**config.mk**
```make
export PLATFORM = sky130hd
export DESIGN_NAME = stack_sequencer
export DESIGN_NICKNAME = d
export VERILOG_FILES = /design/src/rtl/stack_sequencer.sv
export SDC_FILE = /design/constraint.sdc
export NUM_CORES = 1
export LEC_CHECK = 0
export ABC_AREA = 1
export BUFFER_PORTS_ARGS = -buffer_cell sky130_fd_sc_hd__buf_4
export CAP_MARGIN = 20
export CELL_PAD_IN_SITES_DETAIL_PLACEMENT = 0
export CELL_PAD_IN_SITES_GLOBAL_PLACEMENT = 1
export CORE_MARGIN = 2
export CORE_UTILIZATION = 46
export DETAILED_ROUTE_END_ITERATION = 10
export PLACE_DENSITY = 0.83
export SLEW_MARGIN = 20
export SYNTH_ARGS = -nofsm -noshare
export SYNTH_HDL_FRONTEND = slang
export SYNTH_SLANG_ARGS = --single-unit
```
**constraint.sdc**
```tcl
create_clock -name clk -period 6.1 [get_ports clk]
set_input_delay 0.61 -clock clk [delete_from_list [all_inputs] [get_ports clk]]
set_output_delay 0.61 -clock clk [all_outputs]
set_load 0.1 [all_outputs]
```
**src/rtl/stack_sequencer.sv**
```systemverilog
// Nibble program sequencer for the stack calculator core.
// Streams a stored program onto cpu_inbits, paced by opcode execute lengths.
module stack_sequencer #(
  parameter int PROG_DEPTH = 16,
  parameter int ADDR_BITS  = 4
) (
  input  logic                 clk,
  input  logic                 rst,
  input  logic                 prog_we,
  input  logic [ADDR_BITS-1:0] prog_addr,
  input  logic [3:0]           prog_data,
  input  logic [ADDR_BITS:0]   prog_len,
  input  logic                 start,
  input  logic                 clear,
  input  logic                 abort,
  output logic                 cpu_rst,
  output logic [3:0]           cpu_inbits,
  output logic                 busy,
  output logic                 done,
  output logic [ADDR_BITS-1:0] pc
);

  typedef enum logic [2:0] {
    IDLE,
    CLR,
    FETCH,
    EXEC,
    FIN
  } state_t;

  localparam logic [ADDR_BITS:0] ONE = 1;
  localparam logic [ADDR_BITS:0] TWO = 2;

  state_t             state;
  logic [3:0]         mem [PROG_DEPTH];
  logic [ADDR_BITS:0] pc_q;
  logic [ADDR_BITS:0] len_q;
  logic [ADDR_BITS:0] pc1;
  logic [ADDR_BITS:0] npc;
  logic [1:0]         cnt;
  logic               opnd;
  logic               abort_seen;
  logic [3:0]         op_nib;
  logic [3:0]         nxt_nib;

  function automatic logic [1:0] exec_len(
    input logic [3:0] op
  );
    case (op)
      4'h1, 4'h6, 4'h7, 4'h8: exec_len = 2'd2;
      4'h2, 4'h5:             exec_len = 2'd2;
      4'h9, 4'hA, 4'hC, 4'hD: exec_len = 2'd3;
      default:                exec_len = 2'd1;
    endcase
  endfunction

  function automatic logic has_opnd(
    input logic [3:0] op
  );
    case (op)
      4'h1, 4'h6, 4'h7, 4'h8: has_opnd = 1'b1;
      default:                has_opnd = 1'b0;
    endcase
  endfunction

  always_ff @(posedge clk) begin
    if (prog_we && !busy)
      mem[prog_addr] <= prog_data;
  end

  // A truncated operand clamps pc to len so the run ends at len.
  always_comb begin
    pc1 = pc_q + ONE;
    npc = opnd ? pc_q + TWO : pc1;
    if (npc > len_q)
      npc = len_q;
    op_nib = 4'h0;
    if (pc1 < len_q)
      op_nib = mem[pc1[ADDR_BITS-1:0]];
    nxt_nib = mem[npc[ADDR_BITS-1:0]];
  end

  always_ff @(posedge clk) begin
    if (rst) begin
      state      <= IDLE;
      cpu_rst    <= 1'b1;
      cpu_inbits <= 4'h0;
      busy       <= 1'b0;
      done       <= 1'b0;
      pc_q       <= '0;
      len_q      <= '0;
      cnt        <= 2'd0;
      opnd       <= 1'b0;
      abort_seen <= 1'b0;
    end else begin
      case (state)
        IDLE: begin
          cpu_rst <= 1'b0;
          done    <= 1'b0;
          if (start) begin
            pc_q       <= '0;
            len_q      <= prog_len;
            abort_seen <= 1'b0;
            busy       <= 1'b1;
            cpu_inbits <= 4'h0;
            if (prog_len == '0) begin
              state <= FIN;
              done  <= 1'b1;
            end else if (clear) begin
              state   <= CLR;
              cpu_rst <= 1'b1;
            end else begin
              state      <= FETCH;
              cpu_inbits <= mem[0];
            end
          end
        end
        CLR: begin
          abort_seen <= abort_seen | abort;
          cpu_rst    <= 1'b0;
          cpu_inbits <= mem[pc_q[ADDR_BITS-1:0]];
          state      <= FETCH;
        end
        FETCH: begin
          abort_seen <= abort_seen | abort;
          opnd       <= has_opnd(cpu_inbits);
          cnt        <= exec_len(cpu_inbits);
          cpu_inbits <= has_opnd(cpu_inbits) ? op_nib : 4'h0;
          state      <= EXEC;
        end
        EXEC: begin
          abort_seen <= abort_seen | abort;
          if (cnt == 2'd1) begin
            pc_q <= npc;
            if (abort_seen || abort || npc >= len_q) begin
              state      <= FIN;
              done       <= 1'b1;
              cpu_inbits <= 4'h0;
            end else begin
              state      <= FETCH;
              cpu_inbits <= nxt_nib;
              abort_seen <= 1'b0;
            end
          end else begin
            cnt <= cnt - 2'd1;
          end
        end
        FIN: begin
          done  <= 1'b0;
          busy  <= 1'b0;
          state <= IDLE;
        end
        default: begin
          state <= IDLE;
          busy  <= 1'b0;
          done  <= 1'b0;
        end
      endcase
    end
  end

  assign pc = pc_q[ADDR_BITS-1:0];

endmodule

```
==> impl_metrics.json <==
{
  "post-place-ws_ns": 0.999,
  "period_minus_slack_ns": 5.12,
  "grtUsageMet1_pct": 33.8,
  "nNetsFinal": 804,
  "synth_area_leader_cell": "edfxtp_1",
  "io_buffers": 29,
  "synth_top_area_share_pct": 32.6,
  "skew_ns": 0.00694,
  "clk_latency_ns": 0.36,
  "leakage_nw": 2.59,
  "hold_viol_final": 0,
  "p_per_area_nw_per_um2": 338,
  "grt_pass1_vias": 4950,
  "cts_num_sinks": 94,
  "die_width_um": 117,
  "wirelength_um": 16800,
  "core-area_um2": 12600,
  "ys_top_cells_by_area": "edfxtp_1 33%, dfxtp_1 10%, nand2_1 9.8%",
  "crit_fanout": 36,
  "slowest_stage": "dfxtp_1",
  "power_switching_mw": 0.885,
  "cts_tree": "yes",
  "grt.busiest_layer": "met2",
  "grt_pass1_wl_um": 26500,
  "r2r-start": "pc_q[1]$_SDFFE_PP0P_",
  "clock-root-buffer": "clkbuf_16",
  "r2r_slack_ns": 0.98,
  "placed_cells": 926,
  "netlist_area_um2": 5900,
  "internal_power_mw": 1.29,
  "cp-end-kind": "register",
  "hp-start": "done$_SDFFE_PP0P_",
  "clockPowerShare_pct": 26.6,
  "arrival_ns": 5.43,
  "hold_buffers": 0,
  "drt-vias-per-instance": 5.62,
  "power_mw": 2.17,
  "dr.pass1.iters": 5,
  "gp_congestion": 0.881,
  "path_clk_slew_ns": 0.07,
  "peakVddDrop_uv": 219,
  "diodes": 0,
  "dieArea_um2": 13800,
  "synth_edf_count": 64,
  "routedWlPerCell_um": 17.8,
  "hold_class": "register to register",
  "ant_nets": 0,
  "avgSynthCellArea_um2": 7.80,
  "first_iter_violations": 512,
  "fin_cells": 942,
  "post-route-drc-count": 0,
  "startpoint": "pc_q[1]$_SDFFE_PP0P_",
  "setup_viol": 0,
  "fillers": 1197,
  "met3_usage_pct": 6.02,
  "io_pins": 30,
  "multi_input_area_um2": 2830,
  "timing.critical_path.mode_cell": "nand2_1",
  "crit_path_start_kind": "register",
  "postSynthCellCount": 757,
  "drv_cap": 0,
  "rr_worst_depth": 32,
  "setup_ws_ns": 0.980,
  "slew_violations": 0,
  "yosysSeqAreaShare_pct": 42.7,
  "seqPwrFrac_pct": 34.5,
  "antenna_found_initial": 0,
  "grt.total_usage_pct": 25.9,
  "outcome": "complete, no violations",
  "yosysMostFrequentCell": "nand2_1",
  "ys.warnings.count": 0,
  "rows": 41,
  "numCtsBuffers": 9,
  "crit_type": "register to register",
  "drive_gt1_share_pct": 10.0,
  "dp_hpwl_um": 12300,
  "start_util_pct": 47.0,
  "vias": 5290,
  "ctsResizeCount": 0,
  "cts.path.max_buffers": 2,
  "combPwrFrac_pct": 38.9,
  "synth_common_cells": "154 x nand2_1, 90 x nand3_1, 86 x o21ai_0, 80 x inv_1, 76 x a21oi_1",
  "switching_share_pct": 40.8,
  "die_h_um": 117,
  "period_share_pct": 83.9,
  "rsz0062_at_grt": "false",
  "tightest_slew_ns": 0.857,
  "worst_slew_margin_rel_pct": 42.8,
  "post_cts_buffers": 0,
  "area_growth_pct": 8.95,
  "overflow": 0,
  "met2_usage_pct": 43.0,
  "ys_types": 34,
  "slowest_delay_ns": 0.46,
  "ys.flop_type": "edfxtp_1",
  "htree_levels": 3,
  "finalSetupTns_ns": 0,
  "cp_data_required_time_ns": 6.41,
  "grt_max_degree": 58,
  "synth_nets": 796,
  "async_reset_ff_share_pct": 0,
  "synth-seq-cells": 94,
  "fmax_mhz": 195,
  "utilization_pct": 51.2,
  "regArea_um2": 2520
}
## worst min path at each step
stage	to	depth (start not counted)
finish	done$_SDFFE_PP0P_	2
global route	done$_SDFFE_PP0P_	2
CTS	done$_SDFFE_PP0P_	2
detailed placement	done$_SDFFE_PP0P_	2
global placement	done$_SDFFE_PP0P_	2
floorplan	cnt[1]$_SDFFE_PP0P_	2
## sequential cells by signal (all words and copies together), names as in the netlist, named ones only
signal and count:
abort_seen 1, busy 1, cnt 2, cpu_inbits 4, cpu_rst 1, done 1, len_q 5, mem 64
opnd 1, pc_q 5, state 3
## stage by stage
| step | instance area (um^2) | hold slack [ns] |
|---|---|---|
| 4_1_cts | 6430 | 0.463 |
| 3_3_place_gp | 6130 | 0.451 |
| 3_5_place_dp | 6130 | 0.453 |
| 6_report | 6430 | 0.461 |
| 5_1_grt | 6430 | 0.502 |
| 2_1_floorplan | 5900 | 0.443 |
## critical path, delay by kind of cell, from the launching register on
family,cells,cell delay [ns]
and+or+nand+nor,16,2.11
adders and majority gates,4,1.06
AOI/OAI and AO/OA,7,0.97
DFF,1,0.46
buffers and inverters,4,0.23
xor gates and xnor gates,1,0.21
## routing by layer
| metal | vias up | wire (um) | part of all wire (%) |
|---|---|---|---|
| met5 | - | 0 | 0 |
| met4 | 0 | 346 | 2.1 |
| met3 | 30 | 1010 | 6.0 |
| met2 | 177 | 7890 | 47 |
| met1 | 2488 | 7550 | 45 |
| li1 | 2595 | - | - |
## cell type report
class | instances | share of cell area (%)
flip-flops and latches | 94 | 39.2
clock buffers | 9 | 3.50
multi-input cells | 543 | 44.0
repair buffers | 34 | 3.97
well taps | 172 | 3.35
clock inverters | 7 | 1.09
inverters | 83 | 4.85
## cells by family after synthesis
logic type | count (synthesis) | share of synthesized area (%)
AOI/OAI and AO/OA | 199 | 18.8
and+or+nand+nor | 316 | 23.4
buffers and inverters | 120 | 9.33
DFF | 94 | 42.7
xor gates and xnor gates | 8 | 1.44
adders and majority gates | 20 | 4.24
## power by group through the flow
stage          Sequential [mW]  Combinational (mW)  Clock (mW)
6_report                 0.750               0.844       0.577
3_5_place_dp             0.764               0.835           0
2_1_floorplan            0.835               0.625           0
3_3_place_gp             0.763               0.834           0
5_1_grt                  0.754               0.940       0.612
4_1_cts                  0.750               0.839       0.584
## cell usage in the layout (no fill, tap or decap)
cell type	count
nand2_1	154
ha_1	20
o21ai_2	3
a21boi_0	1
inv_6	3
nand2_4	4
o21ai_0	86
o211ai_1	21
edfxtp_1	64
o21ai_4	2
dfxtp_1	29
inv_2	3
clkbuf_16	9
xor2_1	4
nand3_2	1
o21a_1	3
a21oi_1	76
nand3_1	90
a31oi_1	2
nand3b_1	1
clkinv_2	2
buf_4	34
nand2_2	8
nor2_4	1
bufinv_16	1
nor2_1	45
dfxtp_2	1
xor2_2	2
a21oi_2	2
a21o_1	1
o21ai_1	1
inv_1	80
clkinv_1	1
o211ai_2	1
xnor2_1	2
nor3_1	12
(Power assumes the default switching activity.)
